<file path="src/rtl/riscv_mem_pkg.sv">
// Shared types and default widths for the data-memory path.
//   owner_e : which requester currently owns the memory port (core or DMA).
//   DEF_AW  : default address width.
//   DEF_DW  : default data width.
package riscv_mem_pkg;

  typedef enum logic {
    OWN_CORE = 1'b0,
    OWN_DMA  = 1'b1
  } owner_e;

  localparam int DEF_AW = 32;
  localparam int DEF_DW = 32;

endpackage

</file>
<file path="src/rtl/sat_counter.sv">
// Saturating up-counter with synchronous clear.
// Ports:
//   clk     : clock
//   reset   : asynchronous reset, active-low (count returns to 0)
//   inc_i   : increment by one unless already at LIMIT
//   clr_i   : clear to 0 (takes precedence over inc_i)
//   count_o : current count
module sat_counter #(
  parameter int               WIDTH = 4,
  parameter logic [WIDTH-1:0] LIMIT = '1
) (
  input  logic             clk,
  input  logic             reset,
  input  logic             inc_i,
  input  logic             clr_i,
  output logic [WIDTH-1:0] count_o
);

  logic [WIDTH-1:0] count_q, count_d;

  always_comb begin
    count_d = count_q;
    if (clr_i) begin
      count_d = '0;
    end else if (inc_i && (count_q < LIMIT)) begin
      count_d = count_q + WIDTH'(1);
    end
  end

  always_ff @(posedge clk or negedge reset) begin
    if (!reset) begin
      count_q <= '0;
    end else begin
      count_q <= count_d;
    end
  end

  assign count_o = count_q;

endmodule

</file>
<file path="src/rtl/dmem_arbiter.sv">
// Arbiter sharing the single-port data memory between the core M stage and a
// DMA/debug loader port. The core has default priority; the DMA gets bounded
// bursts and is guaranteed a grant after a fixed number of denied cycles.
// Grants are combinational, so every granted access completes in the same cycle.
// Optional feature: define DMEM_ARB_STATS_EN to add conflict/stall statistics.
// Ports:
//   clk, reset                      : clock, asynchronous active-low reset
//   core_req/we/addr/wdata          : core access request
//   core_rdata, core_stall          : core load data, core denied this cycle
//   dma_req/we/addr/wdata           : DMA request (held stable until dma_ack)
//   dma_ack, dma_rdata              : DMA access performed, DMA read data
//   mem_we/addr/wdata, mem_rdata    : memory side
//   stat_conflicts, stat_core_stalls: (DMEM_ARB_STATS_EN only) saturating counters
module dmem_arbiter
  import riscv_mem_pkg::*;
#(
  parameter int AW           = DEF_AW,
  parameter int DW           = DEF_DW,
  parameter int MAX_BURST    = 8,
  parameter int STARVE_LIMIT = 4
) (
  input  logic          clk,
  input  logic          reset,
  input  logic          core_req,
  input  logic          core_we,
  input  logic [AW-1:0] core_addr,
  input  logic [DW-1:0] core_wdata,
  output logic [DW-1:0] core_rdata,
  output logic          core_stall,
  input  logic          dma_req,
  input  logic          dma_we,
  input  logic [AW-1:0] dma_addr,
  input  logic [DW-1:0] dma_wdata,
  output logic          dma_ack,
  output logic [DW-1:0] dma_rdata,
  output logic          mem_we,
  output logic [AW-1:0] mem_addr,
  output logic [DW-1:0] mem_wdata,
  input  logic [DW-1:0] mem_rdata
`ifdef DMEM_ARB_STATS_EN
  ,
  output logic [31:0]   stat_conflicts,
  output logic [31:0]   stat_core_stalls
`endif
);

  localparam int BW = $clog2(MAX_BURST + 1);
  localparam int SW = $clog2(STARVE_LIMIT + 1);
  localparam logic [BW-1:0] BURST_MAX  = BW'(MAX_BURST);
  localparam logic [SW-1:0] STARVE_MAX = SW'(STARVE_LIMIT);

  owner_e        owner_q, owner_d;
  logic [BW-1:0] burst_cnt_q;
  logic [SW-1:0] starve_cnt_q;
  logic          gnt_dma;
  logic          starve_inc;

  always_ff @(posedge clk or negedge reset) begin
    if (!reset) begin
      owner_q <= OWN_CORE;
    end else begin
      owner_q <= owner_d;
    end
  end

  // Grant is suppressed while reset is low so no access can leak out.
  always_comb begin
    gnt_dma    = 1'b0;
    owner_d    = OWN_CORE;
    dma_ack    = 1'b0;
    core_stall = 1'b0;
    mem_we     = 1'b0;
    mem_addr   = core_addr;
    mem_wdata  = core_wdata;
    if (reset && dma_req) begin
      case (owner_q)
        OWN_CORE: gnt_dma = !core_req || (starve_cnt_q == STARVE_MAX);
        OWN_DMA:  gnt_dma = !core_req || (burst_cnt_q < BURST_MAX);
        default:  gnt_dma = 1'b0;
      endcase
    end
    if (gnt_dma) begin
      owner_d   = OWN_DMA;
      mem_we    = dma_we;
      mem_addr  = dma_addr;
      mem_wdata = dma_wdata;
    end else begin
      mem_we    = core_we & core_req & reset;
    end
    dma_ack    = gnt_dma;
    core_stall = core_req & gnt_dma;
  end

  assign core_rdata = mem_rdata;
  assign dma_rdata  = mem_rdata;

  // Burst length restarts at 1 on entry because it is cleared on every
  // non-DMA cycle.
  sat_counter #(.WIDTH(BW), .LIMIT(BURST_MAX)) u_burst_cnt (
    .clk     (clk),
    .reset   (reset),
    .inc_i   (gnt_dma),
    .clr_i   (!gnt_dma),
    .count_o (burst_cnt_q)
  );

  assign starve_inc = dma_req & !gnt_dma;

  sat_counter #(.WIDTH(SW), .LIMIT(STARVE_MAX)) u_starve_cnt (
    .clk     (clk),
    .reset   (reset),
    .inc_i   (starve_inc),
    .clr_i   (!starve_inc),
    .count_o (starve_cnt_q)
  );

`ifdef DMEM_ARB_STATS_EN
  sat_counter #(.WIDTH(32), .LIMIT(32'hFFFF_FFFF)) u_stat_conflicts (
    .clk     (clk),
    .reset   (reset),
    .inc_i   (core_req & dma_req),
    .clr_i   (1'b0),
    .count_o (stat_conflicts)
  );

  sat_counter #(.WIDTH(32), .LIMIT(32'hFFFF_FFFF)) u_stat_core_stalls (
    .clk     (clk),
    .reset   (reset),
    .inc_i   (core_stall),
    .clr_i   (1'b0),
    .count_o (stat_core_stalls)
  );
`endif

endmodule

</file>
<file path="config.mk">
export PLATFORM = sky130hd
export DESIGN_NAME = dmem_arbiter
export DESIGN_NICKNAME = d
export VERILOG_FILES = /design/src/rtl/riscv_mem_pkg.sv /design/src/rtl/sat_counter.sv /design/src/rtl/dmem_arbiter.sv
export SDC_FILE = /design/constraint.sdc
export NUM_CORES = 1
export LEC_CHECK = 0
export ABC_CLOCK_PERIOD_IN_PS = 2250
export CAP_MARGIN = 20
export CORE_AREA = 8 8 109 111
export DETAILED_ROUTE_END_ITERATION = 10
export DIE_AREA = 0 0 117 119
export PLACE_DENSITY = 0.71
export SLEW_MARGIN = 10
export SYNTH_ARGS = -nofsm -noshare
export SYNTH_HDL_FRONTEND = slang
export SYNTH_HIERARCHICAL = 1
export SYNTH_SLANG_ARGS = --single-unit
</file>
<file path="constraint.sdc">
create_clock -name clk -period 2.25 [get_ports clk]
set_clock_uncertainty 0.05 [all_clocks]
set_input_delay 0.45 -clock clk [delete_from_list [all_inputs] [get_ports clk]]
set_output_delay 0.45 -clock clk [all_outputs]
set_load 0.02 [all_outputs]
</file>
==> results.txt <==
----------------------------------------------------
[Status]
  Result of the run ... complete, but fails checks
  Violated checks ... setup timing

[Place]
  Placer's final routability congestion estimate ... about 0.77
  Port Buf Inserts ... 200
  Placed cell area ... 0.00366 sq mm
  Dpl hpwl ... 7.67 mm

[Synth]
  Cells after synthesis ... 179
  Count of synthesis-stage warnings from yosys ... 6
  Synth Area per Inst ... 9.76 sq um
  Sequential fraction of the synthesis area ... approximately 11%
  Syn nets ... 347
  Number of unique standard cell types used by synthesis ... 28
  Yosys reg bits ... 8
  Synthesized area ... 0.00175 sq mm

[Min path]
  Path category of the worst min-delay check ... in -> async

[Setup path]
  Startpoint Class ... flop
  Slack of the worst reg-to-reg path ... around 0.12 ns
  Crit. End Element ... output pin
  Worst path required time ... 1.75 ns
  Arrival time of the worst setup path ... 2.36 ns
  Highest net fanout along the worst path ... 7
  Crit Path Class ... reg -> out

[Clock network]
  TritonCTS clock tree ... yes
  Clock network latency to the later pin of the worst-skew pair ... 0.23 ns
  Count of hold-fix buffers inserted at cts ... 0
  Clock slew at the register clock pins of the worst setup and hold paths ... 0.04 ns
  Clock root buffer master ... clkbuf_8
  Cts bufs inserted ... 3
  Count of clock tree sinks ... 8
  Largest buffer count on any clock path ... 2
  CTS HTree Levels ... 1

[Drt]
  Drt drc ... 0
  Number of routed nets with antenna violations ... 0
  WL/cell ... around 19 um
  Average vias per placed instance ... roughly 4.0
  Initial DRC Count ... 43
  Final wirelength ... 9.31 mm
  Pre-Repair DR Iteration Count ... 4
  Routed via count ... 1919

[Global routing]
  Vias in the first global route ... 2211
  Total routing resource utilization after global routing ... between 10% and 20%
  Global-route wire length before repair ... 13.0 mm
  Pin count of the biggest net entering global routing ... 11
  Leftover overflow at the end of global routing ... 0
  Antenna violations before repair ... 0

[Timing]
  Normalized max-slew margin ... 81.7%
  Hold Violations, Final ... 0
  Worst Tran Pin Value ... 0.275 ns
  Final worst path period need ... 2.86 ns
  # setup viols final ... 67
  Pins over their slew limit ... 0
  Achievable clock frequency ... around 0.35 GHz
  Final critical-path share of the clock period ... 127%
  Hold Slack ... 0.495 ns
  Final setup slack of the worst path ... -0.605 ns
  Unrepaired setup endpoints after global routing ... yes

[Floorplan]
  Die X ... 117 um
  Die Ht ... 119 um
  Starting density of the core ... between 10% and 20%
  I/O pin cnt ... 297
  DIE AREA ... 0.0139 sq mm
  Number of placement rows ... 37
  Core area ... 0.0101 sq mm

[Cells and area]
  Proportion of layout cells with a drive suffix above 1 ... approximately half
  Final nets ... 515
  Antenna diode count ... 0
  Fin util ... 41.2%
  Area delta synth->final ... 138%
  Commonest non-fill, non-tap cell in the layout ... clkdlybuf4s50_1
  Final instance area ... 0.00416 sq mm
  Most frequent cells in the layout ... clkdlybuf4s50_1 (133), buf_6 (80), mux2_4 (62)

[Power]
  Leakage power of the design ... 1.84 nW
  Power density over the cells ... 286 mW/mm^2
  Final Power ... between 1 and 1.5 mW
  Maximum resistive drop on vdd ... 0.259 mV

[Flow run]
  Reported max-cap violation count ... 0

----------------------------------------------------
==> worst paths after layout <==
kind	start	end	cells past startpoint
setup / recovery	owner_q	mem_wdata[10]	7
hold / removal	reset	owner_q	2
setup reg to reg	owner_q	u_starve_cnt/count_o[0]	7
hold reg to reg	u_burst_cnt/count_o[2]	u_burst_cnt/count_o[2]	2
max in group asynchronous	reset	u_burst_cnt/count_o[1]	2
min in group clk	u_burst_cnt/count_o[2]	u_burst_cnt/count_o[2]	2
==> logic make-up after synthesis <==
logic type,count (synthesis),share of synthesized area (%)
xor gates and xnor gates,1,0.501
muxes,67,43.2
AOI/OAI and AO/OA,7,3.79
buffers and inverters,74,32.0
DFF,8,11.5
adders and majority gates,2,1.43
and+or+nand+nor,20,7.59
==> routing by layer <==
layer	vias up	GRT usage (%)	routed length [um]
met5	-	0	0
met4	0	2.48	70
met3	9	4.19	1120
met2	137	22.2	4810
met1	882	12.5	3320
li1	891	-	-
==> where the power goes <==
part	switching, mW	total (mW)	internal [mW]
logic	0.308	0.867	0.559
registers	0.00184	0.149	0.148
clock network	0.0570	0.173	0.116
total	0.367	1.19	0.822
==> state kept, by name, summed over array words and instances, names as in the netlist <==
signal,flops
owner_q,1
u_burst_cnt/count_o,4
u_starve_cnt/count_o,3
==> synth_stat cells <==
cell type   n  share of area [%]
or2_1       1               0.36
a21oi_2     1               0.50
nor2b_4     1               0.79
nor2_1      6                1.3
mux2_2     37                 24
dfrtp_1     8                 11
nand4bb_1   1               0.64
buf_6       4                2.6
ha_1        2                1.4
buf_4      67                 29
mux2_4      1               0.86
a21oi_1     1               0.29
and2_1      1               0.36
nand3b_1    1               0.43
nor2b_1     1               0.36
nand3_1     1               0.29
mux2i_1     2                1.1
or4b_4      1               0.79
a311oi_4    1                1.5
nand2_1     2               0.43
xor2_1      1               0.50
a41oi_1     1               0.50
o21ai_0     1               0.29
inv_1       3               0.64
nand2b_1    3                1.1
nand2b_4    1               0.79
a31oi_1     2               0.72
mux2_1     27                 17
==> worst max-delay path: stages, from the launching register on <==
cell,delay (ns)
dfrtp_1,0.37
or4b_4,0.57
a311oi_4,0.27
buf_6,0.19
buf_6,0.12
buf_8,0.12
mux2_2,0.32
buf_2,0.16
==> metrics by stage <==
stage          cells  setup slack (ns)  setup TNS (ns)
2_1_floorplan    179            -0.147           -5.99
3_3_place_gp     465            -0.859          -53.49
3_5_place_dp     465            -0.868          -54.26
4_1_cts          481            -0.657          -37.13
5_1_grt          481            -0.677          -38.18
6_report         481            -0.605          -34.16
==> timing repair <==
item | CTS | global route
gates cloned | 2 | 0
setup endpoints to repair | 67 | 68
buffers inserted | 11 | 3
pin swaps | 0 | 0
gates resized for setup | 362 | 106
==> cell type report <==
cell class / count / area [sq um]
multi-input cells: 97 / 1230
flip-flops and latches: 8 / 200
inverters: 3 / 11.3
repair buffers: 234 / 2500
fillers: 996 / 5930
clock buffers: 3 / 41.3
well taps: 136 / 170
Note: power is estimated with default switching activity, not from simulation.
